## config.mk

```make
export PLATFORM = sky130hd
export DESIGN_NAME = pattern_scan_engine
export DESIGN_NICKNAME = d
export VERILOG_FILES = /design/src/rtl/pattern_scan_pkg.sv /design/src/rtl/window_match.sv /design/src/rtl/pattern_scan_engine.sv
export SDC_FILE = /design/constraint.sdc
export NUM_CORES = 1
export LEC_CHECK = 0
export CORE_MARGIN = 8
export CORE_UTILIZATION = 30
export CTS_CLUSTER_SIZE = 40
export DETAILED_ROUTE_END_ITERATION = 10
export DONT_BUFFER_PORTS = 1
export PLACE_DENSITY = 0.49
export SYNTH_ARGS = -nofsm -noshare
export SYNTH_HDL_FRONTEND = slang
export SYNTH_SLANG_ARGS = --single-unit
```

## constraint.sdc

```tcl
create_clock -name clk -period 6.3 [get_ports clk]
set_input_delay 1.26 -clock clk [delete_from_list [all_inputs] [get_ports clk]]
set_output_delay 1.26 -clock clk [all_outputs]
set_load 0.03 [all_outputs]
```

## src/rtl/pattern_scan_pkg.sv

```systemverilog
// Shared types and helpers for the pattern-count accelerator.
package pattern_scan_pkg;

  typedef enum logic [2:0] {
    S_IDLE, S_FETCH_PAT, S_SCAN, S_DRAIN, S_WB0, S_WB1, S_WB2, S_DONE
  } state_t;

  // Counter width able to hold every stream position count for n bytes.
  function automatic int cnt_width(input int n_bytes);
    return $clog2(8 * n_bytes + 1);
  endfunction

  function automatic logic [7:0] sat8(input int v);
    return (v > 255) ? 8'd255 : 8'(v);
  endfunction

endpackage

```

## src/rtl/window_match.sv

```systemverilog
// Combinational window compare for one message byte plus the carried tail bits.
module window_match import pattern_scan_pkg::*; #(
  parameter int PAT_W = 5
) (
  input  logic [PAT_W-1:0] pat,
  input  logic [7:0]       byte_in,
  input  logic [PAT_W-2:0] tail,
  input  logic             cross_en,
  output logic [3:0]       n_in,
  output logic [3:0]       n_cross,
  output logic             any_in,
  output logic             hit,
  output logic [2:0]       first_off
);
  localparam int CW = PAT_W + 7;

  logic [CW-1:0] cat;
  logic [7:0]    m;

  assign cat = {tail, byte_in};

  // Window t starts t bits after the oldest tail bit; t < PAT_W-1 straddles two bytes.
  for (genvar t = 0; t < 8; t++) begin : g_win
    assign m[t] = (cat[CW-1-t -: PAT_W] == pat) && ((t >= PAT_W - 1) || cross_en);
  end

  always_comb begin
    n_in      = '0;
    n_cross   = '0;
    first_off = '0;
    for (int t = 7; t >= 0; t--) begin
      if (m[t]) first_off = 3'(t);
      if (t >= PAT_W - 1) n_in = n_in + 4'(m[t]);
      else                n_cross = n_cross + 4'(m[t]);
    end
  end

  assign hit    = |m;
  assign any_in = |m[7:PAT_W-1];

endmodule

```

## src/rtl/pattern_scan_engine.sv

```systemverilog
// Pattern-count accelerator: fetches pattern and message over one memory port,
// counts in-byte / per-byte / stream matches and writes the counts back.
module pattern_scan_engine import pattern_scan_pkg::*; #(
  parameter  int PAT_W    = 5,
  parameter  int N_BYTES  = 32,
  parameter  int MSG_ADDR = 0,
  parameter  int PAT_ADDR = 32,
  parameter  int RES_ADDR = 33,
  localparam int CNT_W    = cnt_width(N_BYTES)
) (
  input  logic             clk,
  input  logic             reset,
  input  logic             start,
  output logic [7:0]       mem_addr,
  output logic             mem_we,
  output logic [7:0]       mem_wdata,
  input  logic [7:0]       mem_rdata,
  output logic [CNT_W-1:0] cnt_inbyte,
  output logic [CNT_W-1:0] cnt_bytes,
  output logic [CNT_W-1:0] cnt_stream,
  output logic [CNT_W-1:0] first_pos,
  output logic             first_vld,
  output logic             busy,
  output logic             done
);
  localparam int IW = $clog2(N_BYTES + 1);

  state_t           state_q, state_d;
  logic [PAT_W-1:0] pat_q, pat_d;
  logic [PAT_W-2:0] tail_q, tail_d;
  logic [IW-1:0]    iss_q, iss_d, pidx_q, pidx_d;
  logic [7:0]       addr_q, addr_d, wdata_q, wdata_d;
  logic             we_q, we_d, busy_q, busy_d, done_q, done_d, fvld_q, fvld_d;
  logic [CNT_W-1:0] cin_q, cin_d, cby_q, cby_d, cst_q, cst_d, fpos_q, fpos_d;

  logic [3:0]       n_in, n_cross;
  logic             any_in, hit, proc;
  logic [2:0]       first_off;
  logic [CNT_W-1:0] pos;

  window_match #(.PAT_W(PAT_W)) u_win (
    .pat       (pat_q),
    .byte_in   (mem_rdata),
    .tail      (tail_q),
    .cross_en  (pidx_q != '0),
    .n_in      (n_in),
    .n_cross   (n_cross),
    .any_in    (any_in),
    .hit       (hit),
    .first_off (first_off)
  );

  assign proc = (state_q == S_SCAN) || (state_q == S_DRAIN);
  // Window offset is measured from the oldest tail bit, i.e. PAT_W-1 bits before this byte.
  assign pos  = CNT_W'({pidx_q, 3'b000}) + CNT_W'(first_off) - CNT_W'(PAT_W - 1);

  always_comb begin
    state_d = state_q;
    pat_d   = pat_q;
    tail_d  = tail_q;
    iss_d   = iss_q;
    pidx_d  = pidx_q;
    addr_d  = addr_q;
    wdata_d = wdata_q;
    we_d    = 1'b0;
    busy_d  = busy_q;
    done_d  = done_q;
    fvld_d  = fvld_q;
    fpos_d  = fpos_q;
    cin_d   = cin_q;
    cby_d   = cby_q;
    cst_d   = cst_q;

    if (proc) begin
      cin_d  = cin_q + CNT_W'(n_in);
      cby_d  = cby_q + CNT_W'(any_in);
      cst_d  = cst_q + CNT_W'(n_in) + CNT_W'(n_cross);
      tail_d = mem_rdata[PAT_W-2:0];
      pidx_d = pidx_q + IW'(1);
      if (hit && !fvld_q) begin
        fvld_d = 1'b1;
        fpos_d = pos;
      end
    end

    case (state_q)
      S_IDLE, S_DONE: if (start) begin
        state_d = S_FETCH_PAT;
        addr_d  = 8'(PAT_ADDR);
        busy_d  = 1'b1;
        done_d  = 1'b0;
        fvld_d  = 1'b0;
        fpos_d  = '0;
        cin_d   = '0;
        cby_d   = '0;
        cst_d   = '0;
      end
      S_FETCH_PAT: begin
        pat_d   = mem_rdata[7 -: PAT_W];
        addr_d  = 8'(MSG_ADDR);
        iss_d   = IW'(1);
        pidx_d  = '0;
        state_d = (N_BYTES == 1) ? S_DRAIN : S_SCAN;
      end
      S_SCAN: begin
        addr_d = 8'(MSG_ADDR) + 8'(iss_q);
        iss_d  = iss_q + IW'(1);
        if (iss_q == IW'(N_BYTES - 1)) state_d = S_DRAIN;
      end
      S_DRAIN: begin
        state_d = S_WB0;
        we_d    = 1'b1;
        addr_d  = 8'(RES_ADDR);
        wdata_d = sat8(int'(cin_d));
      end
      S_WB0: begin
        state_d = S_WB1;
        we_d    = 1'b1;
        addr_d  = 8'(RES_ADDR + 1);
        wdata_d = sat8(int'(cby_q));
      end
      S_WB1: begin
        state_d = S_WB2;
        we_d    = 1'b1;
        addr_d  = 8'(RES_ADDR + 2);
        wdata_d = sat8(int'(cst_q));
      end
      S_WB2: begin
        state_d = S_DONE;
        busy_d  = 1'b0;
        done_d  = 1'b1;
      end
      default: state_d = S_IDLE;
    endcase
  end

  always_ff @(posedge clk) begin
    if (reset) begin
      state_q <= S_IDLE;
      pat_q   <= '0;
      tail_q  <= '0;
      iss_q   <= '0;
      pidx_q  <= '0;
      addr_q  <= '0;
      wdata_q <= '0;
      we_q    <= 1'b0;
      busy_q  <= 1'b0;
      done_q  <= 1'b0;
      fvld_q  <= 1'b0;
      fpos_q  <= '0;
      cin_q   <= '0;
      cby_q   <= '0;
      cst_q   <= '0;
    end else begin
      state_q <= state_d;
      pat_q   <= pat_d;
      tail_q  <= tail_d;
      iss_q   <= iss_d;
      pidx_q  <= pidx_d;
      addr_q  <= addr_d;
      wdata_q <= wdata_d;
      we_q    <= we_d;
      busy_q  <= busy_d;
      done_q  <= done_d;
      fvld_q  <= fvld_d;
      fpos_q  <= fpos_d;
      cin_q   <= cin_d;
      cby_q   <= cby_d;
      cst_q   <= cst_d;
    end
  end

  assign mem_addr   = addr_q;
  assign mem_we     = we_q;
  assign mem_wdata  = wdata_q;
  assign cnt_inbyte = cin_q;
  assign cnt_bytes  = cby_q;
  assign cnt_stream = cst_q;
  assign first_pos  = fpos_q;
  assign first_vld  = fvld_q;
  assign busy       = busy_q;
  assign done       = done_q;

endmodule
```

==> impl_results.md, run 1 <==
* Worst vdd ir at 145 uV
* Setup crit end kind: flop
* Class of the most critical setup path: in2reg
* Pre-antenna DRT Iters at 4
* Most frequent cell after synthesis: nor2_1
* Post-synth top flop: dfxtp_1
* PortBufs at 0
* Hold Crit Class: reg2reg
* Status: completed
* Mapped Cells at 559
* Clk_lat worst skew at 340 ps
* Clk slew on worst S/H paths at 60 ps
* CTS tree: done
* # Max-Cap Violations at 0
* Area Growth Syn to Fin at 8.46%
* CTS resizes at 0
* Critical path peak fanout at 6
* Clk buf depth at 2
* Number of flops mapped to enable cells by yosys at 0
* Die width at 140 um
* Total gr overflow at 0
* Final slew viol count at 0
* Post-CTS setup buffers at 0
* Synth top area cells: dfxtp_1 (34%), xor2_1 (7.8%), ha_1 (7.0%)
* Synth Area per Inst at 8.28 sq um
* Wirelength per Cell at 16.1 um
* Post-DP HPWL at 8680 um
* Hold Path Stages at 2
* Final RePlAce weighted congestion at 0.764
* RSZ-0062 raised after global routing: no
* Leakage at 2.01 nW
* Final Hold Fails at 0
* WP data required at 6570 ps
* Routed WL at 11,700 um
* Vias in the first global route at 3,501
* Final setup viols at 0
* Post-synth top area share at 0.337
* Post-layout instance area at 0.00502 sq mm
* Initial Utilization at 0.306
* Antenna diodes at 0
* Sequential share of the synthesized area at 0.337
* Arr. time, crit path at 5500 ps
* Top cells by count, synth: nor2_1 (84), dfxtp_1 (78), xor2_1 (41)
* Distinct cell type count after synthesis at 55
* F_max at 191 MHz
* Worst-Margin Slew at 822 ps
* Area of the core at 0.0151 sq mm
* Die Span Y at 140 um
* Worst reg-to-reg path cell count at 19
* DRT iter0 DRCs at 248
* Async set or reset register ratio after synthesis at 0
* Via/cell ratio at 4.98
* Inst Count DP at 710
* Synth area leader: dfxtp_1
* Global-route wire length before repair at 19,100 um
* Detail Route Antenna Nets at 0
* Area of the die at 0.0197 sq mm
* Worst Skew at 7.17 ps
* Row cnt at 45
* Clk sinks at 78
* Period Utilization, post-route at 0.831
* All-layer global routing usage at 0.122
* Max-slew headroom at 0.451
* Mapped Area at 0.00463 sq mm
* Top-level port count at 67
* CTS buffer count at 9
* CP startpoint kind: primary input
* Dpl cell area at 0.00468 sq mm
* Final setup TNS at 0 ps
* Antenna violations before repair at 0
* #FFs+latches synth at 78
* Ys Warns at 0
* Vias post-DR at 3,613
* Max H-tree Level at 3
* Final Critical Period at 5240 ps
* Clk root buf: clkbuf_16
* Largest net degree at the start of global routing at 38
* # DRC at 0
* Final #Nets at 575
* Fin cells at 726
* # hold bufs at CTS at 0
* Layout cells sized above 1 at 0.0409
* Cell Pwr Density at 254 mW/mm^2
## path summary, 6_finish.rpt
kind                     start            end  slack, ps
setup / recovery  mem_rdata[3]  cnt_stream[8]       1060
hold / removal        iss_q[5]       iss_q[5]        530
setup reg to reg      pat_q[2]  cnt_stream[8]       1370
hold reg to reg       iss_q[5]       iss_q[5]        530
## report_power, final
group | internal (mW) | switching [mW] | total [mW] | leakage [nW]
sequential | 0.504 | 0.0337 | 0.538 | 0.631
clock | 0.389 | 0.207 | 0.596 | 0.164
combinational | 0.0605 | 0.0813 | 0.142 | 1.22
total | 0.954 | 0.322 | 1.28 | 2.01
## state kept, by name (all words and copies together), names as in the netlist
name        flops
cnt_bytes       9
cnt_inbyte      9
cnt_stream      9
first_pos       9
mem_wdata       8
iss_q           6
mem_addr        6
pidx_q          6
pat_q           5
tail_q          4
state_q         3
busy            1
done            1
first_vld       1
mem_we          1
## worst max-delay path, cell delays in order
cell and delay (ps):
xor2_1 140, nor2_1 130, nand4_1 220, ha_1 390
fa_1 530, inv_1 60, fa_1 490, inv_1 50
fa_1 530, ha_1 170, inv_1 60, fa_1 410
nor2b_1 120, o21ai_0 80, nand2_1 80, and2_1 140
o211ai_1 130, or3_1 390, a21oi_1 140
## metrics by stage
stage          total power, mW  worst slack, ps  hold WS, ps   util
2_1_floorplan            0.674              807          482      -
3_3_place_gp             0.689              778          497  0.309
3_5_place_dp             0.692              673          522  0.309
4_1_cts                   1.30             1050          537  0.331
5_1_grt                   1.34              752          553  0.331
6_report                  1.28             1060          532  0.331
## area by class of cell
| cell class | instances | area [sq um] |
|---|---|---|
| clock inverter | 5 | 108 |
| timing repair buffer | 2 | 15.0 |
| multi-input combinational | 416 | 2770 |
| sequential | 78 | 1560 |
| fill | 1582 | 10100 |
| clock buffer | 11 | 233 |
| tap | 188 | 235 |
| inverter | 26 | 97.6 |
## routing by layer
layer / vias to the layer above / wire (um) / global-route usage
li1: 1827 / - / -
met1: 1701 / 5550 / 0.155
met2: 73 / 5070 / 0.185
met3: 12 / 868 / 0.0418
met4: 0 / 195 / 0.0474
met5: - / 0 / 0
## kinds of logic (layout without fill, tap and decap cells)
kind of cell | count (synthesis) | after routing | synth area share
xor+xnor | 67 | 67 | 0.127
compound gates | 96 | 96 | 0.134
flops | 78 | 78 | 0.337
simple gates | 196 | 196 | 0.192
mux | 24 | 24 | 0.0522
buf+inv | 66 | 44 | 0.0649
other cells | 1 | 2 | 0.000810
fa+ha+maj | 31 | 31 | 0.0919
## layout by cell type (no fill, tap or decap), drive strengths merged, types with 24 or more instances in the layout
cell type,count
a21oi,24
o21ai,32
nand3,24
nand2,34
inv,26
xnor2,26
ha,26
dfxtp,78
nor2,84
xor2,41
No activity file was read; power rests on OpenSTA's default activity.
==> inputs of run 2 (changes only) <==
Settings changed: ABC_AREA set to 1.
Clock period 6.3 ns to 5.2 ns, I/O delays scaled along.
==> run 2 against run 1 <==
Effect of this change: via count grew 17%; clock skew grew 2.3 ps; non-clock buffer count grew 8; critical endpoint unchanged; largest power group is now combinational logic.
==> impl_results.md, run 2 <==
* Post-CTS setup buffers at 0 (unchanged)
* # hold bufs at CTS at 0 (unchanged)
* Wirelength per Cell at 14.1 um (-12%)
* Critical R2R Capture: cnt_stream[8]
* Arr. time, crit path at 5020 ps (-480 ps)
* Cell Pwr Density at 512 mW/mm^2 (+100%)
* Async set or reset register ratio after synthesis at 0 (unchanged)
* CTS resizes at 0 (unchanged)
* Most frequent cell after synthesis: nand2_1
* Slowest cell on the critical path: fa_1
* Distinct cell type count after synthesis at 40 (-27%)
* Top-level port count at 67 (unchanged)
* PortBufs at 0 (unchanged)
* Vias in the first global route at 4,034 (+15%)
* Crit path largest cell delay at 530 ps (about the same)
* Mapped Cells at 690 (+23%)
* Antenna violations before repair at 0 (unchanged)
* Row cnt at 46 (+2.2%)
* Pre-antenna DRT Iters at 5 (+1)
* Layout cells sized above 1 at 0.0941 (+0.0532)
* All-layer global routing usage at 0.130 (+0.00827)
* Area of the die at 0.0201 sq mm (+2.5%)
* Post-synth top flop: dfxtp_1
* Sequential share of the synthesized area at 0.328 (-0.00923)
* Final Critical Period at 4790 ps
* Leakage at 2.34 nW (+16%)
* WP buf/inv at 4 (+1)
* Final #Nets at 728 (+27%)
* Class of the most critical setup path: in2reg
* Util after Layout at 0.336 (+0.00485)
* Routed WL at 12,800 um (+9.6%)
* Critical register-to-register path startpoint: pat_q[2]
* Via/cell ratio at 4.66 (-6.4%)
* CP startpoint kind: primary input
* Clk sinks at 78 (unchanged)
* Beginning of the worst hold path: iss_q[3]
* Dpl cell area at 0.00496 sq mm (+6.0%)
* CTS tree: done
* Die Span Y at 142 um (+1.2%)
* Post-synth top area share at 0.328 (-0.00923)
* Synth area leader: dfxtp_1
* CTS buffer count at 9 (unchanged)
* Vias post-DR at 4,224 (+17%)
* Post-layout instance area at 0.00528 sq mm (+5.3%)
* Area of the core at 0.0157 sq mm (+3.7%)
* #FFs+latches synth at 78 (unchanged)
* Final setup viols at 0 (unchanged)
* Ys Warns at 0 (unchanged)
* Worst Skew at 9.45 ps (+2.28 ps)
* Worst vdd ir at 212 uV (+46%)
* Detail Route Antenna Nets at 0 (unchanged)
* DRT iter0 DRCs at 278 (+12%)
* Synth Area per Inst at 6.90 sq um (-17%)
* Antenna diodes at 0 (unchanged)
* Status: completed
* Hold Path Stages at 2 (unchanged)
* Max-slew headroom at 0.614 (+0.163)
* Final RePlAce weighted congestion at 0.848 (+11%)
* Hold EP: mem_addr[3]
* WP data required at 5430 ps (-1140 ps)
* Worst-path cell chain: xnor2_1 > nand3_1 > nor4_4 > inv_1 > ha_4 > fa_1 > inv_1 > fa_1 > inv_1 > fa_1 > ha_1 > inv_1 > fa_2 > nor2_2 > o21ai_0 > nand2_1 > nand2_1 > nand2_1 > nand3_1 > nor2_1 > nand2_1 > o21ai_1 > a21oi_1
* Clk slew on worst S/H paths at 70 ps (about the same)
* Max H-tree Level at 3 (unchanged)
* Dpl ws at -66.4 ps (-740 ps)
* Die width at 142 um (+1.2%)
* Final Hold Fails at 0 (unchanged)
* Hold Crit Class: reg2reg
* Post-DP HPWL at 9780 um (+13%)
* Top cells by count, synth: nand2_1 (176), inv_1 (79), dfxtp_1 (78)
* # Max-Cap Violations at 0 (unchanged)
* Critical path peak fanout at 3 (-3)
* Area Growth Syn to Fin at 11.0%
* Final setup TNS at 0 ps (unchanged)
* F_max at 209 MHz
* Largest net degree at the start of global routing at 33 (-13%)
* Initial Utilization at 0.303 (-0.00274)
* Global-route wire length before repair at 20,800 um (+8.8%)
* Synth top area cells: dfxtp_1 (33%), nand2_1 (14%), ha_1 (6.8%)
* Final slew viol count at 0 (unchanged)
* Clk root buf: clkbuf_16
* Total gr overflow at 0 (unchanged)
* R2R setup slack at 510 ps (-860 ps)
* Most common cell after layout, fill and taps aside: nand2_1
* Worst-Margin Slew at 578 ps (-244 ps)
* Clk buf depth at 2 (unchanged)
* Mapped Area at 0.00476 sq mm (+2.8%)
* Number of flops mapped to enable cells by yosys at 0 (unchanged)
* CP top delay family: adder cells
* Period Utilization, post-route at 0.921
* # DRC at 0 (unchanged)
* Most frequent cells in the layout: nand2_1 (176), inv_1 (79), dfxtp_1 (78)
* Setup crit end kind: flop
* Clk_lat worst skew at 350 ps (about the same)
* Final WS setup at 410 ps (-653 ps)
* Worst reg-to-reg path cell count at 22 (+3)
* RSZ-0062 raised after global routing: no
-- run 2: final cells by class --
class                           count  area (sq um)
Clock inverter                      7          63.8
Inverter                           95           362
Timing Repair Buffer               10          75.1
Fill cell                        1686         10400
Clock buffer                        9           225
Sequential cell                    78          1560
Tap cell                          216           270
Multi-Input combinational cell    492          2730
-- run 2: cells by family (layout without fill, tap and decap cells) --
logic type,after synthesis,in the layout,share of synthesized area
AOI/OAI and AO/OA,103,103,0.118
other,1,2,0.000788
DFF,78,78,0.328
muxes,1,1,0.00210
adders and majority gates,31,31,0.0894
buffers and inverters,121,121,0.110
and+or+nand+nor,323,323,0.293
xor gates and xnor gates,32,32,0.0589
-- run 2: stage by stage --
step,cells,total power [mW],hold WS (ps)
after global routing,907,2.93,525
after global placement,891,2.06,470
after floorplan,691,1.82,457
final,907,2.70,483
after detailed placement,891,2.08,475
after CTS,907,2.72,485
-- run 2: worst max path at each step --
stage,from,endpoint,slack (ps),cells past startpoint
6_report,mem_rdata[1],cnt_stream[8],410,23
5_1_grt,mem_rdata[1],cnt_stream[8],20,23
4_1_cts,mem_rdata[3],cnt_stream[8],300,22
3_5_place_dp,mem_rdata[3],cnt_stream[8],-70,22
3_3_place_gp,mem_rdata[5],cnt_stream[8],10,22
2_1_floorplan,mem_rdata[5],cnt_stream[8],20,23
-- run 2: routing by layer --
layer,routed length (um),part of all wire,track usage,vias to the layer above
li1,-,-,-,2176
met1,6000,0.47,0.163,1947
met2,5550,0.43,0.199,90
met3,1120,0.087,0.0513,11
met4,139,0.011,0.0430,0
met5,0,0,0,-
-- run 2: power by group --
group	switching (mW)	total (mW)	internal, mW
Clock	0.294	0.629	0.335
Sequential	0.260	0.968	0.708
Combinational	0.733	1.11	0.374
-- run 2: tightest hold or removal path, cell delays in order (launching register included) --
cell     delay, ps
dfxtp_1        320
nand2_1         60
a21oi_1         60
==> inputs of run 3 (changes only) <==
Settings changed: GPL_TIMING_DRIVEN set to 0.
==> run 3 against run 2 <==
Effect of this change: total power grew 3.1%; non-clock buffer count grew 19; die area unchanged; worst setup slack lost 120 ps; clock skew is 3.8 ps lower; worst hold slack improved by 5.3 ps; global-route usage up 0.44 points; cell count is 2.1% higher; flip-flop and latch count did not move; count of clock-buffer cells in the layout is 3 higher; fmax shrank 2.5%.
==> impl_results.md, run 3 (synthesis results as in run 2) <==
* Status: completed
* # hold bufs at CTS at 0 (unchanged)
* Via/cell ratio at 4.62 (-0.82%)
* Clk_lat worst skew at 350 ps (about the same)
* Top-level port count at 67 (unchanged)
* Power Total at 2.79 mW (+3.1%)
* Area Growth Syn to Fin at 13.6%
* Antenna violations before repair at 0 (unchanged)
* Critical path peak fanout at 7 (+4)
* Worst Hold Slack at 488 ps (+5.35 ps)
* # DRC at 0 (unchanged)
* Worst-Margin Slew at 551 ps (-27.5 ps)
* Routed WL at 13,200 um (+3.1%)
* Wirelength per Cell at 14.2 um (+0.95%)
* Beginning of the worst hold path: iss_q[3]
* PortBufs at 0 (unchanged)
* Vias in the first global route at 3,951 (-2.1%)
* Most frequent cells in the layout: nand2_1 (175), inv_1 (78), dfxtp_1 (78)
* Max-slew headroom at 0.633 (+0.0188)
* Die width at 142 um (unchanged)
* Setup crit end kind: flop
* Hold EP: mem_addr[3]
* Area occupied by multi-input gates at 0.00273 sq mm (about the same)
* Period Utilization, post-route at 0.945 (+0.0236)
* Dpl ws at -341 ps (-275 ps)
* Post-DP HPWL at 10,000 um (+2.7%)
* Fillers at 1,699 (+0.77%)
* All-layer global routing usage at 0.134 (+0.00437)
* Row cnt at 46 (unchanged)
* Most common cell after layout, fill and taps aside: nand2_1
* Die Span Y at 142 um (unchanged)
* Final WS setup at 287 ps (-123 ps)
* Hold Crit Class: reg2reg
* Leakage at 2.40 nW (+2.7%)
* Final Critical Period at 4910 ps (+123 ps)
* Max H-tree Level at 3 (unchanged)
* Antenna diodes at 0 (unchanged)
* Global-route wire length before repair at 21,200 um (+2.1%)
* DRT iter0 DRCs at 361 (+30%)
* CP startpoint kind: primary input
* Worst vdd ir at 188 uV (-11%)
* Reg area at 0.00156 sq mm (unchanged)
* Clk slew on worst S/H paths at 60 ps (about the same)
* Arr. time, crit path at 5150 ps (+130 ps)
* CTS buffer count at 9 (unchanged)
* Critical register-to-register path startpoint: pat_q[3]
* Final RePlAce weighted congestion at 0.841 (-0.77%)
* Pre-antenna DRT Iters at 5 (unchanged)
* F_max at 204 MHz (-2.5%)
* Initial Utilization at 0.303 (unchanged)
* Worst Skew at 5.67 ps (-3.78 ps)
* Cell Pwr Density at 515 mW/mm^2 (+0.70%)
* R2R setup slack at 610 ps (+100 ps)
* Class of the most critical setup path: in2reg
* Worst reg-to-reg path cell count at 24 (+9.1%)
* Largest net degree at the start of global routing at 14 (-58%)
* Util after Layout at 0.344 (+0.00788)
* Hold Path Stages at 2 (unchanged)
* Inst Count DP at 907 (+1.8%)
* Detail Route Antenna Nets at 0 (unchanged)
* CTS tree: done
* Total gr overflow at 0 (unchanged)
* WP data required at 5440 ps (about the same)
* Final setup viols at 0 (unchanged)
* Vias post-DR at 4,277 (+1.3%)
* Area of the die at 0.0201 sq mm (unchanged)
* Final slew viol count at 0 (unchanged)
* Layout cells sized above 1 at 0.108 (+0.0144)
* Clk sinks at 78 (unchanged)
* Final #Nets at 747 (+2.6%)
* Final Hold Fails at 0 (unchanged)
* # Max-Cap Violations at 0 (unchanged)
* Clk root buf: clkbuf_16
* Area of the core at 0.0157 sq mm (unchanged)
* Critical R2R Capture: cnt_stream[8]
* Clk buf depth at 2 (unchanged)
* Fin cells at 926 (+2.1%)
[run 3: how the worst max path moves through the flow]
stage | from | endpoint | slack (ps)
2_1_floorplan | mem_rdata[5] | cnt_stream[8] | 20
6_report | mem_rdata[5] | cnt_stream[8] | 290
4_1_cts | mem_rdata[4] | cnt_stream[8] | 10
3_5_place_dp | mem_rdata[4] | cnt_stream[8] | -340
3_3_place_gp | mem_rdata[4] | cnt_stream[8] | -300
5_1_grt | mem_rdata[4] | cnt_stream[8] | -50
[run 3: worst max-delay path, stage by stage]
cell	delay (ps)
buf_4	140
xor2_1	170
nor4_4	340
inv_2	70
ha_1	310
fa_1	500
inv_1	60
fa_1	480
inv_1	50
fa_1	540
ha_2	180
inv_1	50
fa_2	340
nor2_2	110
o21ai_0	80
nand2_1	100
nand2_1	60
nand2_1	60
nand3_2	70
nor2_1	120
nand2_1	70
o21ai_1	140
a21oi_1	50
[run 3: report_power, final]
group | switching [mW] | internal [mW]
sequential | 0.219 | 0.708
clock | 0.274 | 0.388
combinational | 0.793 | 0.404
total | 1.29 | 1.50
[run 3: area by class of cell]
| cell class | count | area share |
|---|---|---|
| repair buffers | 3 | 0.00416 |
| inverters | 95 | 0.0669 |
| plain buffers | 26 | 0.0301 |
| well taps | 216 | 0.0500 |
| multi-input cells | 492 | 0.505 |
| clock buffers | 12 | 0.0456 |
| flip-flops and latches | 78 | 0.289 |
| clock inverters | 4 | 0.00995 |
[run 3: timing repair]
| action | in CTS | in global routing |
|---|---|---|
| gates resized for setup | 0 | 12 |
| buffers inserted | 0 | 3 |
| setup endpoints to repair | 0 | 2 |
| hold endpoints to repair | 0 | 0 |
[run 3: through the flow]
| step | cell area, sq um | TNS (ps) |
|---|---|---|
| final | 5410 | 0 |
| after global routing | 5410 | -53.8 |
| after floorplan | 4770 | 0 |
| after CTS | 5350 | 0 |
| after global placement | 5040 | -444 |
| after detailed placement | 5040 | -500 |
[run 3: per-layer routing]
layer | global-route usage | wire length, um | up-vias
li1 | - | - | 2221
met1 | 0.177 | 6440 | 1956
met2 | 0.201 | 5700 | 88
met3 | 0.0396 | 853 | 12
met4 | 0.0537 | 194 | 0
met5 | 0 | 0 | -
